--- config.mk ---
export PLATFORM = sky130hd
export DESIGN_NAME = fetch_ctrl
export DESIGN_NICKNAME = d
export VERILOG_FILES = /design/src/rtl/fetch_pkg.sv /design/src/rtl/sat_counter.sv /design/src/rtl/fetch_ctrl.sv
export SDC_FILE = /design/constraint.sdc
export NUM_CORES = 1
export LEC_CHECK = 0
export BUFFER_PORTS_ARGS = -buffer_cell sky130_fd_sc_hd__buf_2
export CAP_MARGIN = 15
export CORE_MARGIN = 2
export CORE_UTILIZATION = 45
export DETAILED_ROUTE_END_ITERATION = 10
export MAX_ROUTING_LAYER = met4
export PLACE_DENSITY = 0.77
export SYNTH_ARGS = -nofsm -noshare
export SYNTH_HDL_FRONTEND = slang
export SYNTH_SLANG_ARGS = --single-unit
--- constraint.sdc ---
create_clock -name clk -period 4.85 [get_ports clk]
set_clock_uncertainty 0.1 [all_clocks]
set_input_delay 0.7275 -clock clk [delete_from_list [all_inputs] [get_ports clk]]
set_output_delay 0.7275 -clock clk [all_outputs]
set_load 0.005 [all_outputs]
--- src/rtl/fetch_pkg.sv ---
// fetch_pkg: run states and instruction decode constants for fetch_ctrl
package fetch_pkg;
  typedef enum logic [1:0] {RUN, HALT, FAULT} state_t;
  localparam logic [3:0] BR_OP = 4'b1110;
  localparam logic [8:0] HALT_W = 9'h1FF;
  localparam int OP_HI = 8;
  localparam int OP_LO = 5;
endpackage

--- src/rtl/sat_counter.sv ---
// sat_counter: synchronous-clear increment counter that sticks at all-ones
module sat_counter #(
  parameter int CW = 16
) (
  input  logic          clk,
  input  logic          clr,
  input  logic          inc,
  output logic [CW-1:0] q
);
  logic [CW-1:0] cnt_q, cnt_d;
  // clear wins over increment; increment stops at all-ones
  always_comb cnt_d = clr ? '0 : (inc && cnt_q != '1) ? cnt_q + 1'b1 : cnt_q;
  // counter register
  always_ff @(posedge clk) cnt_q <= cnt_d;
  assign q = cnt_q;
endmodule

--- src/rtl/fetch_ctrl.sv ---
// fetch_ctrl: instruction decode, run/halt/fault tracking and perf counters
module fetch_ctrl
  import fetch_pkg::*;
#(
  parameter int            IW        = 9,
  parameter int            PW        = 10,
  parameter int            CW        = 16,
  parameter int            ROM_DEPTH = 1024,
  parameter logic [CW-1:0] MAX_CYC   = 16'hFFFF
) (
  input  logic          clk,
  input  logic          start,
  input  logic [PW-1:0] pc,
  input  logic [IW-1:0] imem_data,
  output logic [PW-1:0] imem_addr,
  output logic          branch,
  output logic [4:0]    imm,
  output logic          done,
  output logic          err,
  output logic [CW-1:0] instr_cnt,
  output logic [CW-1:0] br_cnt,
  output logic [CW-1:0] cycle_cnt
);
  state_t state_q, state_d;
  logic done_q, done_d, err_q, err_d;
  logic run, is_br, halt, fault;
  // decode the current word and pick the next run state; fault beats halt
  always_comb begin
    run     = state_q == RUN && !start;
    is_br   = imem_data[OP_HI:OP_LO] == BR_OP;
    halt    = imem_data == IW'(HALT_W);
    fault   = 32'(pc) >= 32'(ROM_DEPTH) || cycle_cnt == MAX_CYC - 1'b1;
    state_d = start ? RUN : !run ? state_q : fault ? FAULT : halt ? HALT : RUN;
    done_d  = state_d != RUN;
    err_d   = state_d == FAULT;
  end
  // state and registered status flags, start acts as synchronous reset
  always_ff @(posedge clk) begin
    if (start) begin
      state_q <= RUN;
      done_q  <= 1'b0;
      err_q   <= 1'b0;
    end else begin
      state_q <= state_d;
      done_q  <= done_d;
      err_q   <= err_d;
    end
  end
  assign imem_addr = pc;
  assign imm       = imem_data[4:0];
  assign branch    = run && is_br;
  assign done      = done_q;
  assign err       = err_q;
  sat_counter #(.CW(CW)) u_cyc (.clk(clk), .clr(start), .inc(run),           .q(cycle_cnt));
  sat_counter #(.CW(CW)) u_ins (.clk(clk), .clr(start), .inc(run && !fault), .q(instr_cnt));
  sat_counter #(.CW(CW)) u_br  (.clk(clk), .clr(start), .inc(branch && !fault), .q(br_cnt));
endmodule
Yosys cells after proc, flatten, opt, wreduce, memory -nomap -nowiden
Cells that the tools add are included.
Word-level totals
  register bits: 52
  bits of input ports: 21
  output and inout bits: 66
  word-level logic and storage cells: 31
Operators by class
  add/sub/neg operators: 3
  equality and inequality tests: 7
  muxes and demuxes: 4
  reduce and logical (&&, ||, !) cells: 11
Operator list (number)
  adder 16 x 1 -> 16 bit (second input constant): 3
  inequality test 16 bit (second input constant): 3
  == test 16 bit (second input constant): 1
  == test 9 bit (second input constant): 1
  logical AND 1 bit: 7
  two-way mux 2 bit: 3
  == test 4 bit (second input constant): 1
  == test 2 bit (second input constant): 1
  zero test 1 bit: 2
  zero test 2 bit: 1
  nonzero test 2 bit: 1
  two-way mux 1 bit: 1

Longest topological paths before layout
Gate-level depths: netlist (run 1).
  word-level depth: 6
  mapped depth: 9
  depth with buffers taken out: 7

By module
From an unflattened synthesis (run 1), not the netlist that was laid out.
Unflattened totals
  cell total of the unflattened synthesis: 339
  area total of the unflattened synthesis: 2892.8 um^2
By module, submodules not included
  sat_counter: times used 3, cells each 99, area an instance 848.3 um^2, sequential area each 320.3 um^2
  fetch_ctrl: times used 1, cells each 42, area an instance 347.8 um^2, sequential area each 80.1 um^2

Worst setup path after synthesis (run 1)
No wires, ideal clock.
  kind: in2reg
  from: in start
  to: reg u_br.cnt_q[12] (netlist: u_br.q[12])
  library setup time: 132 ps
  arrival time: 2304 ps
  required time: 4618 ps
  slack: 2314 ps
  stages on the path: 9
  buffers on the path: 3
  cell sequence: buf_2 > or3_1 > or3_1 > inv_2 > o211ai_4 > buf_4 > buf_2 > o31ai_1 > a21oi_1
On the way
  cells in the longest elaborated chain, start to end: 5
RTL lines
  start, declared: line fetch_ctrl.sv:12  | input logic start,
  zero test 1 bit: line fetch_ctrl.sv:29  | run = state_q == RUN && !start;
  logical AND 1 bit: line fetch_ctrl.sv:29
  logical AND 1 bit: line fetch_ctrl.sv:51  | assign branch = run && is_br;
  net branch: line fetch_ctrl.sv:16  | output logic branch,
  logical AND 1 bit: line fetch_ctrl.sv:56  | sat_counter #(.CW(CW)) u_br (.clk(clk), .clr(start), .inc(branch && !fault), .q(br_cnt));
  logical AND 1 bit: line sat_counter.sv:12  | always_comb cnt_d = clr ? '0 : (inc && cnt_q != '1) ? cnt_q + 1'b1 : cnt_q;
  end signal, assigned: line sat_counter.sv:14  | always_ff @(posedge clk) cnt_q <= cnt_d;
  end, declared: line sat_counter.sv:10  | logic [CW-1:0] cnt_q, cnt_d;
The timed path passes the listed nets, and every way through them passes these cells.
A chain may end at the register's enable or synchronous reset.

Worst setup path in the final report (run 1)
  from: in start
  to: out branch
On the way
  cells in the longest elaborated chain, start to end: 3
RTL lines (line)
  zero test 1 bit: fetch_ctrl.sv:29
  logical AND 1 bit: fetch_ctrl.sv:29
  logical AND 1 bit: fetch_ctrl.sv:51
  end, declared: fetch_ctrl.sv:16
No other way between the ends.

==> metrics.yaml, run 1 <==
start_util: 0.458
worst_slew_pin_slew_ps: 926
drtIter0Drc: 81
cts_htree_levels: 2
report.final.slew_viol_count: 0
cts_tree: "built"
synthCells: 315
clk_pin_slew_ps: 90
cts_buffers: 5
post_cts_buffers: 0
nets: 387
p_total_uw: 735
finalCritPeriodShare: 0.691
num_vias: 2470
synth_top_area_frac: 0.390
postCtsHoldBufs: 0
tns_ps: 0
grt-ovfl-total: 0
wl_met3_um: 387
area_growth_pct: 13.9
ir_drop_mv: 0.141
ys_seq_area_frac: 0.390
worst_ep_arrival_time_ps: 2520
die_w_um: 81.0
drive_gt1_frac: 0.251
max_freq_mhz: 299
cap_violations: 0
synth-async-reset-ratio: 0
io_pins: 87
syn-num-nets: 340
setup.worst_path.end_class: "output pin"
routedWlPerCell_um: 13.4
wl_um: 5890
synth-main-ff-cell: "dfxtp_1"
drt_pre_antenna_iters: 4
rr_worst_depth: 6
cts_buffer_depth: 2
p_leak_uw: 0.00118
clk_latency_ps: 310
worst_hold_path_type: "reg2reg"
required_ps: 4020
utilization: 0.522
crit_fanout: 55
routed-wl-met2_um: 2620
antenna_cells: 0
outcome: "complete, no violations"
die-area_sq_um: 6560
critPathLaunchType: "primary input"
synth_seq_cells: 52
ctsResizeCount: 0
post-route-min-period_ps: 3350
holdPathStages: 2
setup_violations: 0
netlist_area_sq_um: 2670
synth_area_leader_cell: "dfxtp_1"
clock_sinks: 52
core_area_sq_um: 5820
drt-met1-wl_um: 2800
grt_max_degree: 56
drc: 0
drt.antenna.violating_nets: 0
finalHoldViolCount: 0
die_y_um: 81.0
antenna_found_initial: 0
top_layer: "met4"
ys_top_cells_by_area: "dfxtp_1 (39%), xnor2_1 (6.2%), nor2_1 (4.6%), buf_4 (4.5%), nand3_1 (3.6%)"
max_slew_margin: 0.382
synth_cell_types: 42
grt_pass1_vias: 2185
rsz0062_at_grt: "no"
mostFrequentLayoutCell: "buf_2"
synth-edff-count: 0
grt_pass1_wl_um: 9880
viasPerCell: 5.64
cts_root_buf: "clkbuf_8"
place_inst: 429
rows: 28
layout_common_cells: "buf_2 (66), dfxtp_1 (52), nor2_1 (33), nand3_1 (19), xnor2_1 (19)"
fin_cells: 438
synth.avg_cell_area_sq_um: 8.46
crit_type: "in2out"
dpl.hpwl_um: 4260
yosys_warnings: 0
io_buffers: 66
grt_usage: 0.196
power_density_nw_per_um2: 242
gp_congestion: 0.858
## through the flow
step	hold slack [ps]	setup slack, ps	area, sq um
3_5_place_dp	391	1380	2930
5_1_grt	433	1370	3040
4_1_cts	405	1480	3030
2_1_floorplan	383	2310	2670
3_3_place_gp	380	1430	2930
6_report	407	1500	3040
## report_power, final
part	switching, uW	leakage [uW]	internal (uW)	total [uW]
combinational	21.2	0.000716	15.2	36.4
clock	146	0.0000434	116	261
sequential	6.63	0.000420	431	437
## worst max-delay path, stage by stage
cell	delay (ps)
buf_2	390
or3_1	710
or3_1	440
inv_2	110
buf_2	130
## layout make-up
type,instances,area [sq um]
repair buffers,67,338
multi-input cells,228,1440
clock buffers,6,82.6
inverters,8,30.0
flip-flops and latches,52,1040
clock inverters,2,15.0
fillers,605,2780
well taps,75,93.8
## worst paths after layout
| path | endpoint | slack, ps | startpoint |
|---|---|---|---|
| worst max-delay path | branch | 1500 | start |
| worst min-delay path | u_br.q[15]$_SDFFE_PP0P_ | 410 | u_br.q[15]$_SDFFE_PP0P_ |
| worst max register to register | u_br.q[11]$_SDFFE_PP0P_ | 2240 | state_q[1]$_SDFF_PP0_ |
| worst min register to register | u_br.q[15]$_SDFFE_PP0P_ | 410 | u_br.q[15]$_SDFFE_PP0P_ |
## flip-flops by register name, summed over array words and instances, names as in the netlist
name	flops
u_br.q	16
u_cyc.q	16
u_ins.q	16
state_q	2
done	1
err	1
## synth_stat cells, drive strengths merged, types with 3 or more instances
cell type	number
xor2	5
nand2b	3
inv	8
and4	4
or3	14
ha	4
nand4	13
buf	18
o21ai	11
nand2	16
nand3	20
or4	12
and3	5
a21oi	18
nor2	33
clkbuf	9
xnor2	19
o31ai	6
nor4	16
dfxtp	52
mux2i	3
nor3	9
## layer usage
metal  GRT usage  vias to the layer above
met5           -                        -
met4      0.0695                        0
met3      0.0444                        7
met2       0.312                       64
met1       0.243                     1165
li1            -                     1234
## kinds of logic after synthesis
logic type	count (synthesis)	synth area share
compound gates	43	0.103
xor+xnor	24	0.0788
fa+ha+maj	4	0.0188
buf+inv	35	0.0727
mux	3	0.0113
simple gates	154	0.325
flops	52	0.390
No activity file was read; power rests on OpenSTA's default activity.
==> inputs of run 2 (changes only) <==
- clock period: 4.85 -> 3.21 ns (I/O delays scaled with it)
==> metrics.yaml, run 2 (synthesized netlist as in run 1, its figures left out) <==
outcome: "complete, no violations"
post-route-min-period_ps: 2410
setup_violations: 0  # unchanged
utilization: 0.525  # +0.00237
dpl.hpwl_um: 4190  # -1.4%
internal_power_uw: 867  # +54%
cts_buffer_depth: 2  # unchanged
layout_common_cells: "buf_2 (66), dfxtp_1 (52), nor2_1 (33), nand3_1 (19), xnor2_1 (19)"
grt_usage: 0.191  # -0.00458
pwr-share-comb: 0.051  # about the same
place_inst: 432  # +0.70%
wl_um: 5880  # about the same
drtIter0Drc: 116  # +43%
area_growth_pct: 14.5
drc: 0  # unchanged
grt-ovfl-total: 0  # unchanged
drive_gt1_frac: 0.253  # +0.00206
rsz0062_at_grt: "no"
worst_hold_path_type: "reg2reg"
setup.worst_path.end_class: "register"
cap_violations: 0  # unchanged
io_buffers: 66  # unchanged
clk_latency_ps: 310  # about the same
required_ps: 3290  # -730 ps
regArea_sq_um: 1040  # unchanged
max_slew_margin: 0.463  # +0.0801
worst_r2r_startpoint: "u_ins.q[0]$_SDFFE_PP0P_"
reg2reg_to: "u_ins.q[14]$_SDFFE_PP0P_"
ctsResizeCount: 0  # unchanged
switchingPower_uw: 251  # +45%
die_y_um: 81.0  # unchanged
drt_pre_antenna_iters: 4  # unchanged
clkPwrFrac: 0.359  # +0.003
min_from: "u_br.q[7]$_SDFFE_PP0P_"
cp_top_family: "simple AND/OR/NAND/NOR gates"
cts_buffers: 5  # unchanged
crit_type: "reg2reg"
p_leak_uw: 0.00120  # +1.4%
fin_cells: 439  # +0.23%
finalCritPeriodShare: 0.751
die-area_sq_um: 6560  # unchanged
whs_endpoint: "u_br.q[7]$_SDFFE_PP0P_"
rows: 28  # unchanged
nFillCells: 578  # -4.5%
tns_ps: 0  # unchanged
routedWlPerCell_um: 13.4  # -0.28%
holdPathStages: 2  # unchanged
core_area_sq_um: 5820  # unchanged
pwr-share-seq: 0.591  # -0.004
max_freq_mhz: 415
multiInputGateArea_sq_um: 1440  # unchanged
antenna_found_initial: 0  # unchanged
die_w_um: 81.0  # unchanged
slowest_stage: "or4_2"
cts_root_buf: "clkbuf_8"
worst_slew_pin_slew_ps: 800  # -127 ps
path_cells: "ha_1 -> inv_1 -> or4_2 -> nor4_1 -> a41o_1 -> a21oi_1"
critPathLaunchType: "register"
reg2reg_setup_slack_ps: 800  # -1440 ps
gp_congestion: 0.839  # -2.2%
start_util: 0.458  # unchanged
clock_sinks: 52  # unchanged
report.final.slew_viol_count: 0  # unchanged
rr_worst_depth: 6  # unchanged
grt_max_degree: 55  # -1.8%
io_pins: 87  # unchanged
grt_pass1_wl_um: 9720  # -1.7%
critPathBufInv: 1  # -2
power_density_nw_per_um2: 367  # +52%
postCtsHoldBufs: 0  # unchanged
cts_htree_levels: 2  # unchanged
num_vias: 2454  # -0.65%
drt.antenna.violating_nets: 0  # unchanged
grt_pass1_vias: 2172  # -0.59%
crit_cells: 6  # +1
clk_pin_slew_ps: 90  # about the same
nets: 389  # +0.52%
worst_ep_arrival_time_ps: 2490  # -30 ps
post_cts_buffers: 0  # unchanged
crit_fanout: 6  # -89%
slowest_delay_ps: 660  # -50 ps
antenna_cells: 0  # unchanged
ir_drop_mv: 0.226  # +61%
viasPerCell: 5.59  # -0.87%
mostFrequentLayoutCell: "buf_2"
switching_share: 0.225  # -0.0113
finalHoldViolCount: 0  # unchanged
cts_tree: "built"
run 2: power groups by stage:
stage | Clock (uW) | Sequential [uW] | Combinational [uW]
2_1_floorplan | 0 | 675 | 48.0
3_3_place_gp | 0 | 675 | 55.8
3_5_place_dp | 0 | 676 | 57.1
4_1_cts | 414 | 661 | 57.4
5_1_grt | 440 | 663 | 63.6
6_report | 401 | 661 | 56.9
run 2: per-stage QoR:
| stage | power [uW] | area, sq um | setup slack [ps] | hold WS (ps) |
|---|---|---|---|---|
| 2_1_floorplan | 723 | 2670 | 920 | 383 |
| 5_1_grt | 1170 | 3050 | 573 | 436 |
| 6_report | 1120 | 3050 | 800 | 411 |
| 4_1_cts | 1130 | 3050 | 790 | 413 |
| 3_5_place_dp | 733 | 2960 | 769 | 393 |
| 3_3_place_gp | 731 | 2960 | 833 | 381 |
run 2: worst max path at each step:
stage	slack (ps)	startpoint	end
floorplan	920	start	u_br.q[12]$_SDFFE_PP0P_
global route	570	u_ins.q[0]$_SDFFE_PP0P_	u_ins.q[14]$_SDFFE_PP0P_
finish	800	u_ins.q[0]$_SDFFE_PP0P_	u_ins.q[14]$_SDFFE_PP0P_
CTS	790	u_ins.q[0]$_SDFFE_PP0P_	u_ins.q[14]$_SDFFE_PP0P_
detailed placement	770	start	u_br.q[11]$_SDFFE_PP0P_
global placement	830	u_ins.q[0]$_SDFFE_PP0P_	u_ins.q[14]$_SDFFE_PP0P_
run 2: worst min-delay path, stage by stage (launching register included):
cell and delay [ps]:
dfxtp_1 340, o21ai_0 80, a21oi_1 60
run 2: cell type report:
| cell class | instances | share of cell area |
|---|---|---|
| well taps | 75 | 0.0308 |
| repair buffers | 69 | 0.116 |
| inverters | 8 | 0.00984 |
| multi-input cells | 228 | 0.471 |
| clock buffers | 7 | 0.0316 |
| flip-flops and latches | 52 | 0.341 |
run 2: routing by layer:
metal	share of wire	wire length, um	global-route usage	vias to the layer above
met2	0.44	2620	0.287	77
met3	0.067	395	0.0367	10
met4	0.017	102	0.0831	0
li1	-	-	-	1228
met1	0.47	2770	0.251	1139
met5	0	0	-	-
